--- config.mk ---
export PLATFORM = sky130hd
export DESIGN_NAME = bus_arb_n
export DESIGN_NICKNAME = d
export VERILOG_FILES = /design/src/rtl/bus_arb_n.sv
export SDC_FILE = /design/constraint.sdc
export NUM_CORES = 1
export LEC_CHECK = 0
export ABC_CLOCK_PERIOD_IN_PS = 1900
export BUFFER_PORTS_ARGS = -buffer_cell sky130_fd_sc_hd__buf_4
export CAP_MARGIN = 10
export CORE_AREA = 10 10 102 104
export CTS_CLUSTER_DIAMETER = 120
export DETAILED_ROUTE_END_ITERATION = 6
export DIE_AREA = 0 0 112 114
export PLACE_DENSITY_LB_ADDON = 0.05
export SYNTH_ARGS = -nofsm -noshare
export SYNTH_HDL_FRONTEND = slang
export SYNTH_SLANG_ARGS = --single-unit
export TNS_END_PERCENT = 1
--- constraint.sdc ---
create_clock -name wb_clk -period 1.9 [get_ports wb_clk]
set_clock_uncertainty 0.1 [all_clocks]
set_input_delay 0.475 -clock wb_clk [delete_from_list [all_inputs] [get_ports wb_clk]]
set_output_delay 0.475 -clock wb_clk [all_outputs]
set_load 0.03 [all_outputs]
--- src/rtl/bus_arb_n.sv ---
// bus_arb_n: N-master Wishbone classic arbiter, one shared slave bus.
// Fixed-priority or round-robin grant, held per cyc tenure, optional timeout.
//
// Ports (master i uses slice [i*W +: W] of each packed vector):
//   wb_clk, wb_rst_n           clock, async active-low reset
//   m_cyc/m_stb/m_we  [N]      master controls
//   m_adr/m_dat/m_sel          master address, write data, byte selects
//   m_ack/m_err       [N]      per-master ack and timeout-error pulse
//   m_rdt             [DW]     shared read data (valid with own m_ack)
//   s_cyc/s_stb/s_we           slave controls
//   s_adr/s_dat/s_sel          slave address, write data, byte selects
//   s_ack, s_rdt               slave ack and read data
//   grant             [N]      registered one-hot owner, 0 when idle
module bus_arb_n #(
  parameter int N       = 2,
  parameter int AW      = 32,
  parameter int DW      = 32,
  parameter int MODE    = 0,
  parameter int TIMEOUT = 0
) (
  input  logic                  wb_clk,
  input  logic                  wb_rst_n,
  input  logic [N-1:0]          m_cyc,
  input  logic [N-1:0]          m_stb,
  input  logic [N-1:0]          m_we,
  input  logic [N*AW-1:0]       m_adr,
  input  logic [N*DW-1:0]       m_dat,
  input  logic [N*(DW/8)-1:0]   m_sel,
  output logic [N-1:0]          m_ack,
  output logic [N-1:0]          m_err,
  output logic [DW-1:0]         m_rdt,
  output logic                  s_cyc,
  output logic                  s_stb,
  output logic                  s_we,
  output logic [AW-1:0]         s_adr,
  output logic [DW-1:0]         s_dat,
  output logic [(DW/8)-1:0]     s_sel,
  input  logic                  s_ack,
  input  logic [DW-1:0]         s_rdt,
  output logic [N-1:0]          grant
);

  localparam int SW = DW / 8;
  localparam int LW = (N > 1) ? $clog2(N) : 1;
  localparam int CW = (TIMEOUT > 0) ? $clog2(TIMEOUT + 1) : 1;

  typedef enum logic [1:0] {
    IDLE,
    BUSY,
    DRAIN
  } state_t;

  state_t          state_q;
  logic [N-1:0]    grant_q;
  logic [LW-1:0]   last_q;
  logic [CW-1:0]   cnt_q;

  logic [LW-1:0]   win_d;
  logic [N-1:0]    win_oh;
  logic            busy;
  logic            cyc_g;
  logic            stb_g;
  logic            expire;
  logic            tmo_err;

  // Winner selection, evaluated every cycle but only used in IDLE.
  always_comb begin
    logic [LW-1:0] j;
    logic          found;
    win_d = '0;
    found = 1'b0;
    j     = '0;
    if (MODE == 1) begin
      for (int k = 1; k <= N; k++) begin
        j = LW'((int'(last_q) + k) % N);
        if (!found && m_cyc[j]) begin
          found = 1'b1;
          win_d = j;
        end
      end
    end else begin
      for (int k = 0; k < N; k++) begin
        j = LW'(k);
        if (!found && m_cyc[j]) begin
          found = 1'b1;
          win_d = j;
        end
      end
    end
  end

  assign win_oh = N'(1) << win_d;

  assign busy  = (state_q == BUSY);
  assign cyc_g = |(m_cyc & grant_q);
  assign stb_g = |(m_stb & grant_q);

  // A slave ack in the expiry cycle wins over the error, so the forced
  // drop of s_cyc/s_stb depends on s_ack combinationally.
  assign expire  = (TIMEOUT > 0) && busy && stb_g &&
                   (cnt_q == CW'(TIMEOUT));
  assign tmo_err = expire && !s_ack;

  always_ff @(posedge wb_clk or negedge wb_rst_n) begin
    if (!wb_rst_n) begin
      state_q <= IDLE;
      grant_q <= '0;
      last_q  <= LW'(N - 1);
      cnt_q   <= '0;
    end else begin
      unique case (state_q)
        IDLE: begin
          cnt_q <= '0;
          if (|m_cyc) begin
            grant_q <= win_oh;
            last_q  <= win_d;
            state_q <= BUSY;
          end
        end
        BUSY: begin
          if (!cyc_g) begin
            state_q <= IDLE;
            grant_q <= '0;
            cnt_q   <= '0;
          end else if (tmo_err) begin
            state_q <= DRAIN;
            cnt_q   <= '0;
          end else if (s_ack || !stb_g) begin
            cnt_q <= '0;
          end else if (cnt_q != CW'(TIMEOUT)) begin
            cnt_q <= cnt_q + CW'(1);
          end
        end
        DRAIN: begin
          if (!cyc_g) begin
            state_q <= IDLE;
            grant_q <= '0;
          end
        end
        default: begin
          state_q <= IDLE;
          grant_q <= '0;
        end
      endcase
    end
  end

  // Slave-side mux; grant_q is one-hot so at most one slice matches.
  always_comb begin
    s_we  = 1'b0;
    s_adr = '0;
    s_dat = '0;
    s_sel = '0;
    if (busy) begin
      for (int i = 0; i < N; i++) begin
        if (grant_q[i]) begin
          s_we  = m_we[i];
          s_adr = m_adr[i*AW +: AW];
          s_dat = m_dat[i*DW +: DW];
          s_sel = m_sel[i*SW +: SW];
        end
      end
    end
  end

  assign s_cyc = busy && cyc_g && !tmo_err;
  assign s_stb = busy && stb_g && !tmo_err;
  assign m_ack = busy ? (grant_q & m_stb & {N{s_ack}}) : '0;
  assign m_err = tmo_err ? grant_q : '0;
  assign m_rdt = s_rdt;
  assign grant = grant_q;

endmodule

* Yosys cells after proc, flatten, opt, wreduce, memory -nomap -nowiden
Index checks and enable logic that the tools add are counted.
** Storage, ports and cells
- Bits in registers :: 4
- Bits of input ports :: 177
- Output and inout port bits :: 109
- Logic and storage cells :: 40
** Cells by class
- Equal/unequal tests :: 4
- Shifts and indexed selects :: 1
- Muxes and demuxes :: 20
- Bitwise operators :: 3
- Reductions and logical operators :: 10
** Operators by type and width (count)
- 32-bit 2-to-1 mux :: 6
- 4-bit 2-to-1 mux :: 3
- 2-bit 2-to-1 mux :: 4
- 2-bit case mux with 2 select lines :: 2
- 2-bit OR reduction :: 4
- 2-bit bitwise AND :: 3
- 1-bit 2-to-1 mux :: 5
- 2-bit != test (second input constant) :: 2
- 1-bit logical AND :: 3
- 2-bit by 1-bit == test with 1-bit output (second input constant) :: 1
- 2-bit == test (second input constant) :: 1
- 2-bit zero test :: 1
- 2-bit AND reduction :: 1
- 1-bit by 1-bit << shifter with 2-bit output (first input constant) :: 1
- 1-bit zero test :: 1

* Depth between registers and ports, before layout
Gate-level depths: netlist (run 1).
- Word-level depth :: 7
- Depth in mapped cells :: 6
- Depth with buffers taken out :: 3

* Worst setup path before layout (run 1)
No wires, ideal clock.
- Path type :: reg-to-output
- Start :: register grant_q[0] (netlist: grant[0])
- End :: output s_adr[19]
- Arrival time :: 1.577 ns
- Slack :: -0.252 ns
- Stages on the path, launching flop included :: 7
- Buffers on the path :: 3
- Path through :: dfrtp_1 > and2b_1 > buf_6 > buf_6 > buf_6 > a22oi_1 > nor2_1
** On the way
- Longest elaborated chain between the ends :: 3
** Ends and longest elaborated chain
- start, declared :: RTL line 54 : logic [N-1:0] grant_q;
- start signal, assigned :: RTL line 115 : grant_q <= win_oh;
- 32-bit 2-to-1 mux (2 in a row) :: RTL line 156 : if (grant_q[i]) begin
- 32-bit 2-to-1 mux :: RTL line 154 : if (busy) begin
- end, declared :: RTL line 35 : output logic [AW-1:0] s_adr,
No other way between the ends.

* Worst setup path in the final report (run 1)
- Start :: register grant_q[1] (netlist: grant[1])
- End :: output s_dat[28]
** On the way
- Longest elaborated chain between the ends :: 2
** Ends and longest elaborated chain
- 32-bit 2-to-1 mux :: RTL line 156
- 32-bit 2-to-1 mux :: RTL line 154
- end, declared :: RTL line 36 : output logic [DW-1:0] s_dat,
No other way between the ends.

==> reports/qor.csv, run 1 <==
metric,value,unit
"leading cell type in the layout, fill and taps excluded",buf_4,
CP max FO,11,
CTS sink count,3,
crit start category,register,
fin cells,515,
First DRT Iteration DRCs,95,
CP endpoint,s_dat[28],
largest cells by area after synthesis,"a22oi_1 37%, nor2_1 20%, buf_4 19%",
via count,2332,
Die Height,114,microns
IO Pins,286,
post-synth top area cell,a22oi_1,
Syn Inst Count,221,
Hold/Removal Path Class,in -> reg,
grt ovf,0,
final core occ,42.18,%
Pwr per Cell Area,1780,nW/um^2
die span in x,112,microns
status,"complete, but fails checks",
layout cells sized above 1,79.12,%
P&R area growth vs syn,163.0,%
number of hold violations in the final report,0,
Mapped Area,1358,sq um
crit share post-route,107.6,%
Static Leak,1.681,nW
Antenna Violating Nets Remaining,0,
Worst EP required,1.32,ns
number of cell rows,34,
Worst R2R Path Depth,5,
core area,8466,sq um
top cell type's share of synthesized area,37.05,%
clock-pin slew on the worst setup and hold paths,0.03,ns
CTS tree,yes,
fmax,488.9,MHz
DP Area,3132,sq um
routed length per instance,18.81,microns
critical path endpoint category,primary output,
Residual DRC,0,
sequential area share after synthesis,5.530,%
Post-Syn Area per Cell,6.143,sq um
TritonRoute pass-1 iters,4,
CTS root buf,clkbuf_8,
maximum buffer depth of the clock tree,2,
Yosys cell types,18,
worst flop-to-flop path endpoint,grant[0]$_DFFE_PN0P_,
critical path arrival,1.47,ns
Max H-tree Level,1,
CP startpoint,grant[1]$_DFFE_PN0P_,
final setup margin,-0.1453,ns
largest net degree at the start of global routing,31,
Period minus WS final,2.045,ns
max-slew violations,0,
unrepaired setup endpoints after global routing,yes,
initial antenna violation count,0,
#FFs+latches synth,3,
first-pass GRT wire length,13.92,mm
Num CTS Buffers,3,
GR Util All Layers,13.34,%
die area,12770,sq um
MaxCap Viol Count,0,
"commonest cells after routing, fill and taps aside","154 x buf_4, 72 x buf_6, 69 x nor2_2, 65 x a22oi_1, 7 x buf_12",
cell area after layout,3571,sq um
routability cong.,0.7500,
hold_ws,0.3817,ns
worst-skew pair later-pin latency,0.22,ns
failing checks,setup timing,
endpoints failing setup,70,
FF-to-FF Start,grant[1]$_DFFE_PN0P_,
number of global-route vias before repair,2483,
Via density,4.528,
total number of yosys warnings,0,
DP HPWL,7.752,mm
Total Wirelength,9.685,mm
worst setup path category,reg -> out,
VDD IR max,0.6573,mV
Initial Utilization,16.04,%
I/O Buffers,219,
ant diodes,0,
Final TNS setup,-8.055,ns
# nets final,585,
r2r setup slk,0.52,ns
cell count after placement,505,
==> metal layers <==
metal | wire length, microns | global-route usage [%]
met5 | 0 | 0
met4 | 170 | 5.161
met3 | 1032 | 6.457
met2 | 5263 | 24.90
met1 | 3219 | 12.26
==> critical path, cell delays in order, from the launching register on <==
cell	delay, ns
dfrtp_2	0.39
and2b_2	0.35
buf_12	0.17
a22oi_1	0.07
nor2_2	0.11
buf_6	0.14
==> stage by stage <==
| stage | total power [W] | setup slack, ns |
|---|---|---|
| final | 0.006355 | -0.1453 |
| after global routing | 0.006786 | -0.2169 |
| after CTS | 0.006050 | -0.1439 |
| after detailed placement | 0.005426 | 0.06983 |
| after global placement | 0.005414 | 0.08219 |
| after floorplan | 0.003548 | -0.1184 |
==> what timing repair did <==
action                                 in CTS  in global routing
setup endpoints to repair                  71                 71
endpoints found under the hold margin       3                  0
hold buffers                                1                  0
buffers inserted                            0                  0
pin swaps                                   1                  0
gates cloned                                0                  5
gates resized for setup                    58                 21
==> synth_stat cells <==
library cell	count
a22oi_1	67
o21ai_0	3
buf_2	9
nor2_1	72
a22oi_2	2
nand2_1	4
nand3b_1	1
dfrtp_1	3
buf_6	4
a211oi_1	2
buf_1	1
clkbuf_1	10
inv_1	2
conb_1	1
and2b_1	1
and3_1	1
buf_4	34
a21oi_1	4
==> worst min path at each step <==
stage / startpoint / endpoint / slack (ns) / cells after the start
global placement: wb_rst_n / state_q[0]$_DFFE_PN0P_ / 0.17 / 1
floorplan: wb_rst_n / grant[0]$_DFFE_PN0P_ / 0.08 / 0
detailed placement: wb_rst_n / state_q[0]$_DFFE_PN0P_ / 0.17 / 1
global route: m_cyc[0] / grant[1]$_DFFE_PN0P_ / 0.40 / 2
finish: m_cyc[0] / grant[1]$_DFFE_PN0P_ / 0.38 / 2
CTS: m_cyc[0] / grant[1]$_DFFE_PN0P_ / 0.38 / 2
==> flip-flops by register name, indices dropped and copies added (netlist names) <==
| name | count |
|---|---|
| grant | 2 |
| state_q | 1 |
==> cell families (layout without fill, tap and decap cells) <==
| kind of cell | after synthesis | after routing | synth area share (%) |
|---|---|---|---|
| AO/OA/AOI/OAI | 78 | 78 | 42.58 |
| AND/OR/NAND/NOR | 79 | 80 | 22.58 |
| buffers and inverters | 60 | 244 | 29.03 |
| flip-flops | 3 | 3 | 5.530 |
| other | 1 | 2 | 0.2762 |
==> cell type report <==
cell class	count	area, sq um
sequential	3	78.83
timing repair buffer	238	2207
multi-input combinational	160	1096
clock buffer	4	45.04
tap	108	135.1
fill	893	4895
inverter	2	8.758
==> report_power, final <==
group          switching (W)  internal [W]
clock              0.0000424      0.000143
combinational        0.00342       0.00262
sequential         0.0000311      0.000103
total                0.00349       0.00286
(Power assumes the default switching activity.)
==> run 2, diff against run 1 <==
==> constraint.sdc (replaced) <==
create_clock -name wb_clk -period 1.9 [get_ports wb_clk]
set_clock_uncertainty 0.1 [all_clocks]
set_input_delay 0.38 -clock wb_clk [delete_from_list [all_inputs] [get_ports wb_clk]]
set_output_delay 0.38 -clock wb_clk [all_outputs]
set_load 0.03 [all_outputs]
==> reports/qor.csv, run 2 (same netlist as run 1, synthesis figures left out) <==
metric,value,unit,change
Via density,4.588,,+1.3%
most frequent CP cell,buf_6,,
Static Leak,1.644,nW,-2.2%
final setup margin,-0.1062,ns,+0.03913 ns
routed length per instance,19.60,microns,+4.2%
DP Area,3007,sq um,-4.0%
multi-input logic area,1064,sq um,-3.0%
fmax,498.5,MHz,+2.0%
CTS root buf,clkbuf_8,,
via count,2340,,+0.34%
crit share post-route,105.6,%,-2.1 points
die area,12770,sq um,unchanged
number of cell rows,34,,unchanged
"commonest cells after routing, fill and taps aside","160 x buf_4, 66 x a22oi_1, 64 x buf_6, 60 x nor2_2, 12 x nor2_1",,
Worst EP required,1.42,ns,+0.10 ns
Final Total Pwr,0.006161,W,-3.1%
Post-CTS Setup Bufs,0,,unchanged
Initial Utilization,16.04,%,unchanged
failing checks,setup timing,,
clock-pin slew on the worst setup and hold paths,0.03,ns,about the same
Die Height,114,microns,unchanged
layout cells sized above 1,75.37,%,-3.7 points
I/O Buffers,219,,unchanged
Worst path slowest cell,dfrtp_2,,
number of global-route vias before repair,2428,,-2.2%
"leading cell type in the layout, fill and taps excluded",buf_4,,
critical path arrival,1.53,ns,+0.06 ns
Period minus WS final,2.006,ns,-0.03913 ns
Max H-tree Level,1,,unchanged
max-slew violations,0,,unchanged
CP max FO,9,,-2
IO Pins,286,,unchanged
sequence of cells on the critical path,and2b_4 -> buf_6 -> a22oi_1 -> nor2_2 -> buf_6,,
routability cong.,0.7603,,+1.4%
maximum buffer depth of the clock tree,2,,unchanged
first-pass GRT wire length,13.62,mm,-2.1%
worst-skew pair later-pin latency,0.21,ns,about the same
ant diodes,0,,unchanged
cell area after layout,3441,sq um,-3.6%
DP Worst Slack,0.1465,ns,+0.07664 ns
Num CTS Buffers,3,,unchanged
Total Wirelength,9.998,mm,+3.2%
TritonRoute pass-1 iters,5,,+1
P&R area growth vs syn,153.5,%,
MaxCap Viol Count,0,,unchanged
core area,8466,sq um,unchanged
VDD IR max,0.6144,mV,-6.5%
max reg flops,2,,unchanged
DP HPWL,7.223,mm,-6.8%
critical path endpoint category,primary output,,
crit start category,register,,
unrepaired setup endpoints after global routing,yes,,
First DRT Iteration DRCs,165,,+74%
"slowest stage delay, CP",0.41,ns,+0.02 ns
die span in x,112,microns,unchanged
Residual DRC,0,,unchanged
CTS tree,yes,,
initial antenna violation count,0,,unchanged
largest net degree at the start of global routing,76,,+150%
Pwr per Cell Area,1790,nW/um^2,+0.60%
endpoints failing setup,68,,-2.9%
number of hold violations in the final report,0,,unchanged
GR Util All Layers,12.93,%,-0.41 points
register area,76.32,sq um,-3.2%
Antenna Violating Nets Remaining,0,,unchanged
CTS sink count,3,,unchanged
# nets final,580,,-0.85%
worst setup path category,reg -> out,,
status,"complete, but fails checks",,
grt ovf,0,,unchanged
Hold/Removal Path Class,in -> reg,,
Fillers,897,,+0.45%
==> run 2: final timing paths <==
check                                       start                endpoint  slack [ns]  depth (start not counted)
max                          grant[1]$_DFFE_PN0P_               s_adr[22]       -0.11                          5
min                                      m_cyc[0]    grant[1]$_DFFE_PN0P_        0.31                          2
max reg2reg                state_q[0]$_DFFE_PN0P_    grant[1]$_DFFE_PN0P_        0.54                          4
min reg2reg                state_q[0]$_DFFE_PN0P_  state_q[0]$_DFFE_PN0P_        0.47                          1
max in group asynchronous                wb_rst_n    grant[1]$_DFFE_PN0P_        1.16                          2
min in group asynchronous                wb_rst_n    grant[0]$_DFFE_PN0P_        0.43                          2
==> run 2: area by class of cell <==
| class | instances | share of cell area [%] |
|---|---|---|
| inverters | 2 | 0.2545 |
| clock buffers | 4 | 1.309 |
| flip-flops and latches | 3 | 2.218 |
| repair buffers | 233 | 61.38 |
| multi-input cells | 160 | 30.91 |
| well taps | 108 | 3.927 |
==> run 2: metrics by stage <==
stage	std cells	util [%]	hold WS [ns]	setup TNS, ns
2_1_floorplan	222	-	-0.01559	-2.238
3_3_place_gp	497	35.52	0.07261	0
3_5_place_dp	497	35.52	0.07337	0
4_1_cts	502	38.87	0.3015	-3.509
5_1_grt	510	40.64	0.3209	-8.915
6_report	510	40.64	0.3053	-4.094
==> run 2: power breakdown <==
part           switching (W)  total, W  internal [W]
combinational        0.00341   0.00584       0.00243
clock              0.0000417  0.000185      0.000143
sequential         0.0000363  0.000136     0.0000992
==> run 2: per-layer routing <==
layer,share of wire [%],vias to the layer above,track usage (%)
li1,-,1119,-
met3,11,16,6.247
met5,0,-,0
met2,54,136,23.93
met1,34,1069,12.56
met4,1.4,0,3.553
==> run 2: what timing repair did <==
item,4_1_cts,5_1_grt
resized for setup,61,4
hold endpoints to repair,3,0
hold buffers,1,0
setup endpoints to repair,69,70
cloned,0,8
==> run 2: worst max-delay path, delay by kind of cell, from the launching register on <==
kind	cells	cell delay [ns]
flip-flops	1	0.41
AO/OA/AOI/OAI	1	0.09
buffers and inverters	2	0.33
AND/OR/NAND/NOR	2	0.47
==> run 3, diff against run 2 <==
- CORE_AREA: 10 10 102 104 -> 2 2 112 114
- DIE_AREA: 0 0 112 114 -> 0 0 114 116
==> reports/qor.csv, run 3 (same netlist as run 1, synthesis figures left out) <==
metric,value,unit,change
Final TNS setup,-5.247,ns,-1.153 ns
MaxCap Viol Count,0,,unchanged
Max H-tree Level,1,,unchanged
endpoints failing setup,71,,+4.4%
clock-pin slew on the worst setup and hold paths,0.03,ns,about the same
fmax,497.2,MHz,-0.26%
Period minus WS final,2.011,ns,+0.005191 ns
IO Pins,286,,unchanged
P&R area growth vs syn,166.5,%,
I/O Buffers,219,,unchanged
routed length per instance,16.01,microns,-18%
largest net degree at the start of global routing,76,,unchanged
final setup margin,-0.1114,ns,-0.005191 ns
critical path endpoint category,primary output,,
fin cells,552,,+8.2%
VDD IR max,0.5962,mV,-3.0%
Total Wirelength,8.837,mm,-12%
Worst R2R Path Depth,5,,+1
TritonRoute pass-1 iters,4,,-1
Via density,4.234,,-7.7%
most frequent CP cell,buf_12,,
First DRT Iteration DRCs,70,,-58%
"slowest stage delay, CP",0.38,ns,-0.03 ns
Static Leak,1.695,nW,+3.1%
die span in x,114,microns,+1.8%
CTS tree,yes,,
die area,13220,sq um,+3.6%
GR Util All Layers,10.80,%,-2.1 points
worst setup path category,reg -> out,,
max-slew violations,0,,unchanged
max reg flops,2,,unchanged
DP HPWL,5.887,mm,-19%
crit start category,register,,
CTS root buf,clkbuf_16,,
first-pass GRT wire length,11.36,mm,-17%
number of global-route vias before repair,2206,,-9.1%
hold path depth,2,,unchanged
CP max FO,12,,+3
routability cong.,0.6828,,-10%
failing checks,setup timing,,
worst-skew pair later-pin latency,0.22,ns,about the same
initial antenna violation count,0,,unchanged
Final Total Pwr,0.006563,W,+6.5%
sequence of cells on the critical path,and2b_4 -> buf_12 -> buf_12 -> a22oi_1 -> nor2_1 -> buf_4,,
CTS sink count,3,,unchanged
Antenna Violating Nets Remaining,0,,unchanged
number of cell rows,40,,+18%
crit share post-route,105.9,%,+0.27 points
Residual DRC,0,,unchanged
DP Worst Slack,0.09337,ns,-0.05311 ns
critical path arrival,1.53,ns,about the same
via count,2337,,-0.13%
status,"complete, but fails checks",,
# nets final,583,,+0.52%
Worst path slowest cell,dfrtp_2,,
"leading cell type in the layout, fill and taps excluded",buf_4,,
Worst EP required,1.42,ns,about the same
"commonest cells after routing, fill and taps aside","161 x buf_4, 64 x a22oi_1, 63 x buf_6, 60 x nor2_2, 12 x nor2_1",,
r2r setup slk,0.50,ns,-0.04 ns
unrepaired setup endpoints after global routing,yes,,
maximum buffer depth of the clock tree,2,,unchanged
Num CTS Buffers,3,,unchanged
layout cells sized above 1,76.30,%,+0.92 points
grt ovf,0,,unchanged
ant diodes,0,,unchanged
cell count after placement,537,,+8.0%
Hold/Removal Path Class,in -> reg,,
core area,11910,sq um,+41%
Die Height,116,microns,+1.8%
number of hold violations in the final report,0,,unchanged
Pwr per Cell Area,1814,nW/um^2,+1.3%
Initial Utilization,11.40,%,-4.6 points
[run 3: cell count changes in the layout (fill, tap and decap cells not counted), sizes merged]
cell and delta:
and2b -1, buf +4
[run 3: report_power, final]
group	internal [W]	switching [W]
clock	0.000276	0.0000527
sequential	0.0000987	0.0000310
combinational	0.00264	0.00347
[run 3: worst paths after layout]
check                                             from              endpoint
worst max-delay path              grant[1]$_DFFE_PN0P_              s_adr[2]
max in group asynchronous                     wb_rst_n  grant[1]$_DFFE_PN0P_
worst max register to register    grant[1]$_DFFE_PN0P_  grant[0]$_DFFE_PN0P_
min in group asynchronous                     wb_rst_n  grant[1]$_DFFE_PN0P_
worst min-delay path                          m_cyc[0]  grant[1]$_DFFE_PN0P_
worst min register to register  state_q[0]$_DFFE_PN0P_  grant[0]$_DFFE_PN0P_
[run 3: per-layer routing]
metal  vias to the layer above  wire length (microns)  GRT usage [%]
li1                       1124                      -              -
met1                      1082                   3220          11.41
met2                       117                   4847          21.31
met3                        14                    663          2.301
met4                         0                    106          3.252
met5                         -                      0              0
[run 3: area by class of cell]
type	instances	area, sq um
Fill cell	1296	8293
Timing Repair Buffer	237	2203
Multi-Input combinational cell	159	1067
Tap cell	147	183.9
Clock buffer	4	78.83
Sequential cell	3	76.32
Inverter	2	8.758
[run 3: what timing repair did]
action / 4_1_cts / 5_1_grt
hold endpoints to repair: 3 / 0
setup buffers: 0 / 3
setup endpoints to repair: 67 / 71
gates cloned: 1 / 6
pin swaps: 0 / 4
hold buffers: 1 / 0
resized for setup: 62 / 6
[run 3: metrics by stage]
stage | util, % | instance area, sq um | hold WS, ns
6_report | 30.38 | 3618 | 0.2959
5_1_grt | 30.38 | 3618 | 0.3118
4_1_cts | 28.70 | 3418 | 0.3020
3_5_place_dp | 25.82 | 3075 | 0.07715
3_3_place_gp | 25.82 | 3075 | 0.07678
2_1_floorplan | - | 1515 | -0.01559
[run 3: critical path, delay by kind of cell (launching register included)]
kind	cells	cell delay (ns)
simple gates	2	0.40
flops	1	0.38
compound gates	1	0.08
buf+inv	3	0.43
